===== src/rtl/mc_pkg.sv =====
// Shared encodings for the multicycle MIPS control unit: opcodes, functs, FSM states and
// datapath select codes.
package mc_pkg;

  localparam logic [5:0] OpRtype = 6'b000000;
  localparam logic [5:0] OpLw    = 6'b100011;
  localparam logic [5:0] OpSw    = 6'b101011;
  localparam logic [5:0] OpBeq   = 6'b000100;
  localparam logic [5:0] OpBne   = 6'b000101;
  localparam logic [5:0] OpAddi  = 6'b001000;
  localparam logic [5:0] OpJ     = 6'b000010;

  localparam logic [5:0] FnAdd = 6'b100000;
  localparam logic [5:0] FnSub = 6'b100010;
  localparam logic [5:0] FnAnd = 6'b100100;
  localparam logic [5:0] FnOr  = 6'b100101;
  localparam logic [5:0] FnSlt = 6'b101010;

  typedef enum logic [3:0] {
    StFetch, StDecode, StMemAdr, StMemRd, StMemWb, StMemWr,
    StExecute, StAluWb, StBranch, StAddiEx, StAddiWb, StJump
  } state_e;

  // AluOpNone parks alucontrol at 000 in states that do not use the ALU.
  localparam logic [1:0] AluOpAdd   = 2'b00;
  localparam logic [1:0] AluOpSub   = 2'b01;
  localparam logic [1:0] AluOpFunct = 2'b10;
  localparam logic [1:0] AluOpNone  = 2'b11;

  localparam logic [2:0] AluCtlAdd = 3'b010;
  localparam logic [2:0] AluCtlSub = 3'b110;
  localparam logic [2:0] AluCtlAnd = 3'b000;
  localparam logic [2:0] AluCtlOr  = 3'b001;
  localparam logic [2:0] AluCtlSlt = 3'b111;

  localparam logic [1:0] SrcBRegB  = 2'd0;
  localparam logic [1:0] SrcBFour  = 2'd1;
  localparam logic [1:0] SrcBImm   = 2'd2;
  localparam logic [1:0] SrcBImmSh = 2'd3;

  localparam logic [1:0] PcSrcAlu    = 2'd0;
  localparam logic [1:0] PcSrcAluOut = 2'd1;
  localparam logic [1:0] PcSrcJump   = 2'd2;

  typedef struct packed {
    logic       ir_write;
    logic       pc_write;
    logic       pc_write_cond;
    logic       iord;
    logic       mem_write;
    logic       mem_read;
    logic       reg_write;
    logic       reg_dst;
    logic       mem_to_reg;
    logic       alu_src_a;
    logic [1:0] alu_src_b;
    logic [1:0] pc_src;
  } ctl_t;

endpackage


===== src/rtl/mc_aludec.sv =====
// ALU decoder: ALUOp plus funct to alucontrol, with a strobe for unsupported funct codes.
module mc_aludec
  import mc_pkg::*;
(
  input  logic [1:0] aluop,
  input  logic [5:0] funct,
  output logic [2:0] alucontrol,
  output logic       bad_funct
);

  always_comb begin
    alucontrol = AluCtlAnd;
    bad_funct  = 1'b0;
    case (aluop)
      AluOpAdd: alucontrol = AluCtlAdd;
      AluOpSub: alucontrol = AluCtlSub;
      AluOpFunct: begin
        case (funct)
          FnAdd:   alucontrol = AluCtlAdd;
          FnSub:   alucontrol = AluCtlSub;
          FnAnd:   alucontrol = AluCtlAnd;
          FnOr:    alucontrol = AluCtlOr;
          FnSlt:   alucontrol = AluCtlSlt;
          default: begin
            alucontrol = AluCtlAdd;
            bad_funct  = 1'b1;
          end
        endcase
      end
      default: alucontrol = AluCtlAnd;
    endcase
  end

endmodule


===== src/rtl/mc_control.sv =====
// Multicycle MIPS control FSM with retired-instruction counter and sticky illegal flag.
// Optional bne support is enabled by defining MC_CONTROL_BNE_EN.
module mc_control
  import mc_pkg::*;
(
  input  logic        clk,
  input  logic        rst_n,
  input  logic [5:0]  opcode,
  input  logic [5:0]  funct,
  output logic        IRwrite,
  output logic        PCwrite,
  output logic        PCwritecond,
  output logic        IorD,
  output logic        MemWrite,
  output logic        MemRead,
  output logic        RegWrite,
  output logic        RegDst,
  output logic        MemtoReg,
  output logic        ALUSrcA,
  output logic [1:0]  ALUSrcB,
  output logic [1:0]  PCSrc,
  output logic [2:0]  alucontrol,
  output logic        branch_ne,
  output logic        illegal,
  output logic [31:0] instret
);

  state_e      state_q, state_d;
  logic        illegal_q;
  logic [31:0] instret_q;
  ctl_t        ctl, ctl_out;
  logic [1:0]  aluop;
  logic [2:0]  alucontrol_raw;
  logic        bad_funct, bad_opcode, retire;
  logic        branch_ne_raw;

  always_comb begin
    state_d    = state_q;
    ctl        = '0;
    aluop      = AluOpNone;
    retire     = 1'b0;
    bad_opcode = 1'b0;
    case (state_q)
      StFetch: begin
        ctl.mem_read  = 1'b1;
        ctl.ir_write  = 1'b1;
        ctl.alu_src_b = SrcBFour;
        ctl.pc_write  = 1'b1;
        aluop         = AluOpAdd;
        state_d       = StDecode;
      end
      StDecode: begin
        ctl.alu_src_b = SrcBImmSh;
        aluop         = AluOpAdd;
        case (opcode)
          OpLw, OpSw: state_d = StMemAdr;
          OpRtype:    state_d = StExecute;
          OpBeq:      state_d = StBranch;
`ifdef MC_CONTROL_BNE_EN
          OpBne:      state_d = StBranch;
`endif
          OpAddi:     state_d = StAddiEx;
          OpJ:        state_d = StJump;
          default: begin
            state_d    = StFetch;
            bad_opcode = 1'b1;
          end
        endcase
      end
      StMemAdr: begin
        ctl.alu_src_a = 1'b1;
        ctl.alu_src_b = SrcBImm;
        aluop         = AluOpAdd;
        state_d       = (opcode == OpSw) ? StMemWr : StMemRd;
      end
      StMemRd: begin
        ctl.mem_read = 1'b1;
        ctl.iord     = 1'b1;
        state_d      = StMemWb;
      end
      StMemWb: begin
        ctl.reg_write  = 1'b1;
        ctl.mem_to_reg = 1'b1;
        state_d        = StFetch;
        retire         = 1'b1;
      end
      StMemWr: begin
        ctl.mem_write = 1'b1;
        ctl.iord      = 1'b1;
        state_d       = StFetch;
        retire        = 1'b1;
      end
      StExecute: begin
        ctl.alu_src_a = 1'b1;
        ctl.alu_src_b = SrcBRegB;
        aluop         = AluOpFunct;
        state_d       = StAluWb;
      end
      StAluWb: begin
        ctl.reg_write = 1'b1;
        ctl.reg_dst   = 1'b1;
        state_d       = StFetch;
        retire        = 1'b1;
      end
      StBranch: begin
        ctl.alu_src_a     = 1'b1;
        ctl.alu_src_b     = SrcBRegB;
        ctl.pc_write_cond = 1'b1;
        ctl.pc_src        = PcSrcAluOut;
        aluop             = AluOpSub;
        state_d           = StFetch;
        retire            = 1'b1;
      end
      StAddiEx: begin
        ctl.alu_src_a = 1'b1;
        ctl.alu_src_b = SrcBImm;
        aluop         = AluOpAdd;
        state_d       = StAddiWb;
      end
      StAddiWb: begin
        ctl.reg_write = 1'b1;
        state_d       = StFetch;
        retire        = 1'b1;
      end
      StJump: begin
        ctl.pc_write = 1'b1;
        ctl.pc_src   = PcSrcJump;
        state_d      = StFetch;
        retire       = 1'b1;
      end
      default: state_d = StFetch;
    endcase
  end

  mc_aludec u_aludec (
    .aluop      (aluop),
    .funct      (funct),
    .alucontrol (alucontrol_raw),
    .bad_funct  (bad_funct)
  );

  always_ff @(posedge clk or negedge rst_n) begin
    if (!rst_n) begin
      state_q   <= StFetch;
      illegal_q <= 1'b0;
      instret_q <= '0;
    end else begin
      state_q <= state_d;
      if (bad_opcode || bad_funct) illegal_q <= 1'b1;
      if (retire) instret_q <= instret_q + 32'd1;
    end
  end

`ifdef MC_CONTROL_BNE_EN
  // Remember at decode whether the branch is bne so BRANCH stays a pure state output.
  logic bne_q;
  always_ff @(posedge clk or negedge rst_n) begin
    if (!rst_n) begin
      bne_q <= 1'b0;
    end else if (state_q == StDecode) begin
      bne_q <= (opcode == OpBne);
    end
  end
  assign branch_ne_raw = (state_q == StBranch) && bne_q;
`else
  assign branch_ne_raw = 1'b0;
`endif

  // Outputs are forced low while reset is held, independent of the clock.
  assign ctl_out     = rst_n ? ctl : '0;
  assign IRwrite     = ctl_out.ir_write;
  assign PCwrite     = ctl_out.pc_write;
  assign PCwritecond = ctl_out.pc_write_cond;
  assign IorD        = ctl_out.iord;
  assign MemWrite    = ctl_out.mem_write;
  assign MemRead     = ctl_out.mem_read;
  assign RegWrite    = ctl_out.reg_write;
  assign RegDst      = ctl_out.reg_dst;
  assign MemtoReg    = ctl_out.mem_to_reg;
  assign ALUSrcA     = ctl_out.alu_src_a;
  assign ALUSrcB     = ctl_out.alu_src_b;
  assign PCSrc       = ctl_out.pc_src;
  assign alucontrol  = rst_n ? alucontrol_raw : 3'b000;
  assign branch_ne   = rst_n & branch_ne_raw;
  assign illegal     = illegal_q;
  assign instret     = instret_q;

endmodule


===== config.mk =====
export PLATFORM = sky130hd
export DESIGN_NAME = mc_control
export DESIGN_NICKNAME = d
export VERILOG_FILES = /design/src/rtl/mc_pkg.sv /design/src/rtl/mc_aludec.sv /design/src/rtl/mc_control.sv
export SDC_FILE = /design/constraint.sdc
export NUM_CORES = 1
export LEC_CHECK = 0
export CORE_UTILIZATION = 40
export DETAILED_ROUTE_END_ITERATION = 12
export PLACE_DENSITY = 0.73
export SLEW_MARGIN = 20
export SYNTH_ARGS = -nofsm -noshare
export SYNTH_HDL_FRONTEND = slang
export SYNTH_HIERARCHICAL = 1
export SYNTH_SLANG_ARGS = --single-unit
export TNS_END_PERCENT = 50

===== constraint.sdc =====
create_clock -name clk -period 1.6 [get_ports clk]
set_input_delay 0.32 -clock clk [delete_from_list [all_inputs] [get_ports clk]]
set_output_delay 0.32 -clock clk [all_outputs]
set_load 0.05 [all_outputs]

# [Yosys cells after proc, flatten, opt, wreduce, memory -nomap -nowiden]
# Index checks and enable logic that the tools add are counted.
[op_classes] add_sub_neg=1 mul=0 div_mod_pow=0 n_lt_le_gt_ge=0 eq_ne=23 shifts=0 n_mux=25 bitwise_logic=0 reduce_logical=15
[op_table] operator="6-bit equality test (second input constant)" count=7
[op_table] operator="32-bit by 1-bit adder with 32-bit output (second input constant)" count=1
[op_table] operator="4-bit case mux with 6 select lines" count=1
[op_table] operator="4-bit case mux with 5 select lines" count=1
[op_table] operator="4-bit by 3-bit equality test with 1-bit output (second input constant)" count=4
[op_table] operator="4-bit equality test (second input constant)" count=4
[op_table] operator="1-bit two-way mux" count=15
[op_table] operator="14-bit two-way mux" count=1
[op_table] operator="2-bit case mux with 3 select lines" count=2
[op_table] operator="3-bit case mux with 4 select lines" count=1
[op_table] operator="6-bit OR reduction" count=2
[op_table] operator="2-bit OR reduction" count=5
[op_table] operator="3-bit case mux with 3 select lines" count=1
[op_table] operator="4-bit by 2-bit equality test with 1-bit output (second input constant)" count=2
[op_table] operator="4-bit OR reduction" count=2
[op_table] operator="6-bit by 2-bit equality test with 1-bit output (second input constant)" count=1
[op_table] operator="6-bit by 3-bit equality test with 1-bit output (second input constant)" count=1
[op_table] operator="6-bit by 4-bit equality test with 1-bit output (second input constant)" count=1
[op_table] operator="6-bit logical NOT" count=1
[op_table] operator="3-bit two-way mux" count=2
[op_table] operator="5-bit OR reduction" count=1
[op_table] operator="4-bit by 1-bit equality test with 1-bit output (second input constant)" count=1
[op_table] operator="4-bit logical NOT" count=1
[op_table] operator="2-bit case mux with 2 select lines" count=1
[op_table] operator="other kinds (5)" count=5
[totals] reg_bits=37 latchBits=0 mem_bits_rw=0 rom_bits=0 inputBits=14 n_memories=0

# [Depth between registers and ports, before layout]
# Gate-level depths: netlist of run 1.
[logic_depth] word_depth=6 ltp_mapped=6 ltp_nobuf=6

# [By module]
# Netlist of run 1, hierarchy kept.
[modules_own_cells] module="mc_control" instances=1 cells_each=208 area_per_inst_um2=2016.9 seq_area_each_um2=925.9
[modules_own_cells] module="mc_aludec" instances=1 cells_each=13 area_per_inst_um2=92.6 seq_area_each_um2=0.0

# [Worst setup path after synthesis of run 1]
# OpenSTA, ideal clock, no wires.
[synth_path] path_type="register to output" start="reg state_q[1]" end="out PCSrc[0]" arrival_ps=1890 required_time_ps=1280 path_slack_ps=-610 path_stages_with_launch=5 n_path_buf=2 path_cell_list="dfrtp_1 -> buf_1 -> or2_1 -> nor2_1 -> buf_4"
[synth_via] elab_chain_cells=3 word_cells_on_any_way=4
[synth_rtl] item="start, declared" line="mc_control.sv:28" text="state_e state_q, state_d;"
[synth_rtl] item="start signal, assigned" line="mc_control.sv:144" text="state_q <= StFetch;"
[synth_rtl] item="start signal, assigned" line="mc_control.sv:148" text="state_q <= state_d;"
[synth_rtl] item="4-bit equality test" line="mc_control.sv:43" text="case (state_q)"
[synth_rtl] item="2-bit case mux with 2 select lines (*)" line="mc_control.sv:43"
[synth_rtl] item="14-bit two-way mux (*)" line="mc_control.sv:170" text="assign ctl_out = rst_n ? ctl : '0;"
[synth_rtl] item="end, declared" line="mc_control.sv:21" text="output logic [1:0] PCSrc,"
# Mark *: on every way between the ends. The rest lies on a longest branch, timed or not.

# [Final worst setup path of run 1]
[layout_path] start="reg state_q[3]" end="out alucontrol[2]"
[layout_via] elab_chain_cells=6 word_cells_on_any_way=13
[layout_rtl] item="4-bit equality test (tied with other cells)" line="mc_control.sv:43"
[layout_rtl] item="4-bit OR reduction (no line)"
[layout_rtl] item="2-bit case mux with 3 select lines (*)" line="mc_control.sv:43"
[layout_rtl] item="net aluop[1]" line="mc_control.sv:32" text="logic [1:0] aluop;"
[layout_rtl] item="2-bit equality test (tied with other cells)" line="mc_aludec.sv:14" text="case (aluop)"
[layout_rtl] item="3-bit case mux with 3 select lines (*)" line="mc_aludec.sv:14"
[layout_rtl] item="net alucontrol_raw[2]" line="mc_control.sv:33" text="logic [2:0] alucontrol_raw;"
[layout_rtl] item="3-bit two-way mux (*)" line="mc_control.sv:183" text="assign alucontrol = rst_n ? alucontrol_raw : 3'b000;"
[layout_rtl] item="end, declared" line="mc_control.sv:22" text="output logic [2:0] alucontrol,"
# Mark *: on every way through the listed nets, which the timed path passes. The rest lies on a longest branch.

==> impl_metrics.tcl, run 1 <==
set metrics [dict create \
    yosysSeqAreaShare 0.439 \
    leakage_nw 1.97 \
    dp_hpwl_mm 4.67 \
    skew_ns 0.0106 \
    numPortBuffers 63 \
    totalPowerFinal_w 0.00482 \
    final.setup.worst_slack_ns -0.492 \
    start_util 0.413 \
    maxCapViolations 0 \
    outcome "finished with violations" \
    finalWirelength_mm 9.75 \
    critical_path_class "reg -> out" \
    grt_util_met3 0.0643 \
    num_antenna_cells 0 \
    critPathCaptureType "output port" \
    startpoint_type "flop" \
    grt_max_degree 31 \
    fillers 207 \
    power_density_nw_per_um2 1070 \
    async_reset_ff_frac 1.00 \
    track_usage 0.315 \
    synth_top_area_frac 0.439 \
    post-route-util 0.884 \
    synth.ff_latch_count 37 \
    drtIter0Drc 224 \
    ir_worst_vdd_v 0.00123 \
    cts_tree "built" \
    rows 26 \
    cts_buffer_depth 2 \
    finalWeightedCongestion 0.794 \
    nets 383 \
    netlist_area_sq_um 2110 \
    synth_area_per_cell_sq_um 9.55 \
    violations "setup timing" \
    hold_viol_final 0 \
    insertion_delay_ns 0.30 \
    ys.flop_type "dfrtp_1" \
    final_cell_mix "63 x buf_4, 49 x buf_12, 22 x dfrtp_1" \
    hold_slack_ns 0.294 \
    grt_pass1_wl_mm 12.8 \
    dp_slack_ns -0.297 \
    wl_per_cell_um 22.2 \
    avgViaCountPerCell 5.75 \
    synthDistinctLibCells 50 \
    cts_sinks 37 \
    fmax_mhz 478 \
    synth_cells 221 \
    finalSetupTns_ns -13.67 \
    met1_usage 0.348 \
    overflow 0 \
    busiest_layer "met2" \
    yosys_warnings 6 \
    multi_input_area_sq_um 1560 \
    coreArea_sq_um 5110 \
    period_share 1.31 \
    seq_area_sq_um 945 \
    min_path_type "in -> async" \
    syn_nets 236 \
    synth.area.top_cells "dfrtp_1 44%, xnor2_1 8.7%, xor2_1 5.4%" \
    antenna_left 0 \
    use_met2 0.576 \
    antenna_found_initial 0 \
    cts_buffers 5 \
    die_x_um 74.6 \
    cp_max_fo 5 \
    area_growth_pct 114 \
    grt_setup_unrepaired "true" \
    maxSlewViolCount 0 \
    synth_largest_area_cell "dfrtp_1" \
    required_ns 1.28 \
    setup_viol 50 \
    die_area_sq_um 5570 \
    vias 2523 \
    die_y_um 74.6 \
    remaining_drc_errors 0 \
    htreeDepth 2 \
    cts-root-buf "clkbuf_8" \
    dr.pass1.iters 5 \
    arrival_ns 1.77 \
    synth_edf_count 0 \
    period_needed_ns 2.09 \
    grt_pass1_vias 2510 \
    drive_above_1_share 0.615 \
    io_pins 65 \
    clk_pin_slew_ns 0.08 \
    final_common_cell "buf_4" \
]
==> cell type report <==
type,instances,share of cell area
Inverter,6,0.00499
Tap cell,70,0.0194
Clock buffer,7,0.0191
Timing Repair Buffer,146,0.400
Multi-Input combinational cell,172,0.345
Clock inverter,1,0.00166
Sequential cell,37,0.209
==> kinds of logic (layout without fill, tap and decap cells) <==
family | count (synthesis) | in the layout | share of synthesized area
AO/OA/AOI/OAI | 23 | 23 | 0.0884
buffers and inverters | 12 | 160 | 0.0249
AND/OR/NAND/NOR | 113 | 113 | 0.299
flip-flops | 37 | 37 | 0.439
other | 1 | 1 | 0.00178
adder cells (fa/ha/maj) | 1 | 1 | 0.00593
XOR/XNOR | 34 | 34 | 0.141
==> path summary, 6_finish.rpt <==
| path | cells after the start | slack [ns] | end | startpoint |
|---|---|---|---|---|
| max | 7 | -0.49 | alucontrol[2] | state_q[3] |
| min | 3 | 0.29 | instret[2] | rst_n |
| max reg2reg | 8 | -0.36 | instret[21] | state_q[3] |
| min reg2reg | 1 | 0.52 | instret[31] | instret[31] |
| max in group asynchronous | 3 | 0.57 | instret[0] | rst_n |
| min in group clk | 1 | 0.52 | instret[31] | instret[31] |
==> synthesized netlist by cell type, drive strengths merged (4+ instances only) <==
master  number
a21oi        4
and2         5
dfrtp       37
inv          6
nand2       22
nand2b       5
nand3       14
nand4       13
nor2        26
nor3         9
xnor2       21
xor2        13
==> timing repair <==
action                                 CTS  global route
hold buffers                             1             0
buffers inserted                        15             6
pin swaps                               18            22
resized for setup                       52            34
setup endpoints to repair               38            50
gates cloned                             1             0
endpoints found under the hold margin    7             0
==> stage by stage <==
| stage | std cells | instance area [sq um] |
|---|---|---|
| floorplan | 221 | 2280 |
| global placement | 408 | 3880 |
| detailed placement | 408 | 3880 |
| CTS | 433 | 4310 |
| global route | 439 | 4510 |
| finish | 439 | 4510 |
==> sequential cells by signal, indices dropped and copies added, names as in the netlist <==
signal	flops
state_q	4
instret	32
illegal	1
==> where the power goes <==
group	switching [W]	internal [W]	total (W)
sequential	0.000103	0.00102	0.00112
clock	0.000378	0.000351	0.000729
combinational	0.00152	0.00144	0.00296
total	0.00200	0.00281	0.00482
==> critical path: stages (launching register included) <==
cell	delay [ns]
dfrtp_1	0.45
buf_6	0.18
o21ai_1	0.07
nand2b_1	0.15
nand3b_1	0.16
o2bb2ai_2	0.15
and2_4	0.17
buf_12	0.13
==> layer usage <==
metal	routed length, um	share of wire
met2	5130	0.53
met5	0	0
met4	553	0.057
met3	524	0.054
met1	3540	0.36
Note: power is estimated with default switching activity, not from simulation.
==> inputs of run 2 (changes only) <==
--- a/config.mk
+++ b/config.mk
@@ -8,6 +8,7 @@
 export CORE_UTILIZATION = 40
 export DETAILED_ROUTE_END_ITERATION = 12
 export PLACE_DENSITY = 0.73
+export SETUP_SLACK_MARGIN = 0.4
 export SLEW_MARGIN = 20
 export SYNTH_ARGS = -nofsm -noshare
 export SYNTH_HDL_FRONTEND = slang
==> run 2 against run 1 <==
Net effect: the run still ends with setup timing left; clock-buffer cell count unchanged; die area is the same; clock skew is 0.0028 ns lower; total power fell by 0.35%; combinational power hardly changed; critical path type is now reg -> reg; largest cell class unchanged; highest routed layer unchanged.
==> impl_metrics.tcl, run 2 (same netlist as run 1, synthesis figures left out) <==
set metrics [dict create \
    outcome "finished with violations" \
    violations "setup timing" \
    min_path_type "in -> async" \
    maxSlewViolCount 0 \
    finalInstanceArea_sq_um 4600 \
    antenna_found_initial 0 \
    grt_max_degree 27 \
    cts_buffers 5 \
    final_cell_mix "49 x buf_12, 44 x buf_4, 35 x buf_6" \
    ir_worst_vdd_v 0.000770 \
    insertion_delay_ns 0.29 \
    final.setup.worst_slack_ns -0.462 \
    drtIter0Drc 164 \
    cp_max_fo 6 \
    skew_ns 0.00782 \
    power_density_nw_per_um2 1040 \
    required_ns 1.78 \
    die_x_um 74.6 \
    start_util 0.413 \
    arrival_ns 2.24 \
    totalPowerFinal_w 0.00480 \
    grt_pass1_vias 2520 \
    regToRegStartpoint "state_q[0]" \
    nets 382 \
    num_antenna_cells 0 \
    wl_per_cell_um 20.7 \
    period_share 1.29 \
    setup_viol 50 \
    largest_reg_flops 32 \
    dpl.cell_count 410 \
    avgViaCountPerCell 5.59 \
    seq_area_sq_um 962 \
    startpoint_type "flop" \
    cts_sinks 37 \
    final_common_cell "buf_12" \
    multi_input_area_sq_um 1550 \
    die_area_sq_um 5570 \
    fmax_mhz 485 \
    instances_no_fill 438 \
    numPortBuffers 63 \
    drive_above_1_share 0.649 \
    r2r_setup_slack_ns -0.46 \
    cp-startpoint "state_q[0]" \
    period_needed_ns 2.06 \
    grt_pass1_wl_mm 12.1 \
    area_growth_pct 118 \
    hold_viol_final 0 \
    finalWeightedCongestion 0.801 \
    dp_hpwl_mm 4.79 \
    htreeDepth 2 \
    die_y_um 74.6 \
    io_pins 65 \
    grt_setup_unrepaired "true" \
    remaining_drc_errors 0 \
    rows 26 \
    critPathCaptureType "flop" \
    cts_tree "built" \
    clk_pin_slew_ns 0.08 \
    leakage_nw 2.00 \
    fillers 184 \
    finalWirelength_mm 9.08 \
    dpl-instance-area_sq_um 3970 \
    overflow 0 \
    critical_path_class "reg -> reg" \
    dr.pass1.iters 4 \
    cts-root-buf "clkbuf_8" \
    antenna_left 0 \
    coreArea_sq_um 5110 \
    cts_buffer_depth 2 \
    vias 2450 \
    maxCapViolations 0 \
    track_usage 0.292 \
]
-- run 2: changes by cell type in the layout (fill, tap and decap cells not counted), moves of 3 or more --
cell             delta
dlymetal6s2s_1      +3
xnor2_1             +4
buf_8               +3
clkdlybuf4s50_1     -8
dfrtp_2            +14
dlygate4sd2_1       +5
nor2_2              -3
buf_4              -19
xnor2_2             -4
buf_6              +16
dfrtp_1            -14
-- run 2: timing repair --
| action | in CTS | in global routing |
|---|---|---|
| hold buffers | 1 | 0 |
| buffers inserted | 14 | 5 |
| resized for setup | 70 | 36 |
| pin swaps | 25 | 28 |
| endpoints found under the hold margin | 1 | 0 |
| endpoints found under the setup margin | 86 | 87 |
-- run 2: through the flow --
step	worst slack (ns)	hold WS [ns]	TNS [ns]	util
2_1_floorplan	-0.166	0.0244	-1.38	-
3_3_place_gp	-0.244	0.155	-2.39	0.777
3_5_place_dp	-0.328	0.154	-3.86	0.777
4_1_cts	-0.385	0.105	-8.76	0.865
5_1_grt	-0.499	0.143	-15.49	0.901
6_report	-0.462	0.126	-14.37	0.901
-- run 2: layout make-up --
| type | instances | area share |
|---|---|---|
| Sequential cell | 37 | 0.209 |
| Clock inverter | 1 | 0.00163 |
| Timing Repair Buffer | 145 | 0.410 |
| Inverter | 6 | 0.00490 |
| Tap cell | 70 | 0.0190 |
| Multi-Input combinational cell | 172 | 0.336 |
| Clock buffer | 7 | 0.0188 |
-- run 2: power breakdown --
group | switching, W | internal, W | total (W) | leakage [nW]
Sequential | 0.000113 | 0.00102 | 0.00114 | 0.458
Combinational | 0.00148 | 0.00148 | 0.00296 | 1.50
Clock | 0.000355 | 0.000351 | 0.000705 | 0.0445
-- run 2: final timing paths --
path | end | cells after the start
max reg2reg | instret[22] | 10
min reg2reg | illegal | 1
max in group asynchronous | instret[23] | 3
min | illegal | 2
max | instret[22] | 10
min in group clk | state_q[1] | 4
-- run 2: critical path, cell delays in order, from the launching register on --
cell	delay, ns
dfrtp_2	0.47
buf_4	0.16
buf_6	0.11
or2b_4	0.22
buf_4	0.12
a22oi_4	0.09
nor4b_4	0.28
buf_4	0.21
buf_4	0.12
nand2_2	0.05
xnor2_1	0.12
-- run 2: metal layers --
layer / vias to the layer above / wire length, um / global-route usage
li1: 1062 / - / -
met1: 1234 / 3340 / 0.306
met2: 123 / 5030 / 0.552
met3: 31 / 374 / 0.0576
met4: 0 / 344 / 0.149
met5: - / 0 / 0
==> inputs of run 3 (changes only) <==
--- a/config.mk
+++ b/config.mk
@@ -7,7 +7,7 @@
 export LEC_CHECK = 0
 export CORE_UTILIZATION = 40
 export DETAILED_ROUTE_END_ITERATION = 12
-export PLACE_DENSITY = 0.73
+export PLACE_DENSITY = 0.72
 export SETUP_SLACK_MARGIN = 0.4
 export SLEW_MARGIN = 20
 export SYNTH_ARGS = -nofsm -noshare
==> run 3 against run 2 <==
Net effect: the run still ends with setup timing left; critical path depth down 3; flip-flop and latch count unchanged; via count up 4.3%; worst setup slack worse by 0.011 ns; fmax fell by 0.55%; sequential share of layout area decreased by 0.77 points; cell area up 4.2%; largest cell class unchanged; clock skew decreased by 0.0041 ns; highest routed layer unchanged; first-iteration DRC count increased by 7.9%.
==> impl_metrics.tcl, run 3 (same netlist as run 1, synthesis figures left out) <==
set metrics [dict create \
    finalInstanceArea_sq_um 4790 \
    arrival_ns 1.75 \
    final.setup.worst_slack_ns -0.473 \
    cts-root-buf "clkbuf_8" \
    grt_setup_unrepaired "true" \
    drive_above_1_share 0.704 \
    regToRegStartpoint "state_q[0]" \
    cp_max_fo 5 \
    dpl-instance-area_sq_um 3930 \
    critPathCaptureType "output port" \
    dp_hpwl_mm 4.75 \
    hold_viol_final 0 \
    rows 26 \
    antenna_left 0 \
    finalWeightedCongestion 0.770 \
    start_util 0.413 \
    cts_tree "built" \
    num_antenna_cells 0 \
    cts_buffer_depth 2 \
    final_cell_mix "49 x buf_12, 42 x buf_6, 38 x buf_4" \
    finalSetupTns_ns -15.40 \
    clk_pin_slew_ns 0.09 \
    htreeDepth 2 \
    fmax_mhz 482 \
    cts_sinks 37 \
    drtIter0Drc 177 \
    coreArea_sq_um 5110 \
    vias 2556 \
    grt_pass1_wl_mm 11.6 \
    hold_slack_ns 0.211 \
    critical_path_class "reg -> out" \
    grt_max_degree 16 \
    r2r-end "instret[30]" \
    maxSlewHeadroom 0.637 \
    min_path_type "in -> async" \
    insertion_delay_ns 0.31 \
    largest_reg_flops 32 \
    io_pins 65 \
    ir_worst_vdd_v 0.00116 \
    die_area_sq_um 5570 \
    antenna_found_initial 0 \
    worstMarginPinSlew_ns 0.543 \
    power_density_nw_per_um2 1110 \
    cp-startpoint "state_q[0]" \
    fillers 141 \
    outcome "finished with violations" \
    dr.pass1.iters 4 \
    r2r_setup_slack_ns -0.41 \
    cts_buffers 5 \
    area_growth_pct 127 \
    setup_viol 51 \
    finalWirelength_mm 10.9 \
    startpoint_type "flop" \
    maxCapViolations 0 \
    grt_pass1_vias 2339 \
    wl_per_cell_um 24.9 \
    violations "setup timing" \
    required_ns 1.28 \
    remaining_drc_errors 0 \
    die_y_um 74.6 \
    maxSlewViolCount 0 \
    period_share 1.30 \
    nets 382 \
    leakage_nw 2.14 \
    skew_ns 0.00368 \
    final_common_cell "buf_12" \
    numPortBuffers 63 \
    avgViaCountPerCell 5.84 \
    die_x_um 74.6 \
    rr_worst_depth 8 \
    overflow 0 \
    track_usage 0.285 \
    period_needed_ns 2.07 \
]
## run 3: cell types whose count changed in the layout (fill, tap and decap cells not counted), sizes merged
cell,delta
bufinv,+2
clkbuf,-2
clkdlybuf4s50,+3
clkinvlp,-1
dlymetal6s2s,-3
inv,+1
## run 3: final cells by class
type,count,area (sq um),area share
clock buffer,5,68.8,0.0144
clock inverter,3,68.8,0.0144
timing repair buffer,145,1900,0.396
tap,70,87.6,0.0183
sequential,37,966,0.202
inverter,6,22.5,0.00470
multi-input combinational,172,1680,0.351
## run 3: timing repair
action	CTS	global route
pin swaps	25	34
gates resized for setup	77	61
setup endpoints to repair	86	87
endpoints found under the hold margin	1	0
hold buffers	1	0
setup buffers	12	10
## run 3: stage by stage
stage	worst slack, ns	util	instances	power (W)
after floorplan	-0.166	-	221	0.00238
after global placement	-0.237	0.770	407	0.00337
after detailed placement	-0.312	0.770	407	0.00343
after CTS	-0.393	0.867	428	0.00476
after global routing	-0.503	0.939	438	0.00540
final	-0.473	0.939	438	0.00530
## run 3: worst max-delay path by stage
stage                     depth (start not counted)            end  slack (ns)
after floorplan                                   3       MemWrite       -0.17
after global placement                            6  alucontrol[1]       -0.24
after detailed placement                          6  alucontrol[2]       -0.31
after CTS                                         7  alucontrol[2]       -0.39
after global routing                              7  alucontrol[0]       -0.50
final                                             7  alucontrol[2]       -0.47
## run 3: worst max-delay path, cell delays in order, from the launching register on
cell,delay (ns)
dfrtp_2,0.48
buf_4,0.17
o21ai_2,0.13
nand2b_1,0.14
inv_2,0.12
o2bb2ai_2,0.11
and2_4,0.17
buf_12,0.13
## run 3: layer usage
layer,GRT usage,vias to the layer above,share of wire
met4,0.107,0,0.058
met5,0,-,0
met3,0.0562,58,0.068
met2,0.549,171,0.53
met1,0.306,1263,0.35
li1,-,1064,-
## run 3: power breakdown
group	switching, W	leakage, nW	total, W	internal, W
clock	0.000413	0.0687	0.00104	0.000629
combinational	0.00157	1.62	0.00309	0.00152
sequential	0.000137	0.453	0.00116	0.00103
total	0.00212	2.14	0.00530	0.00318
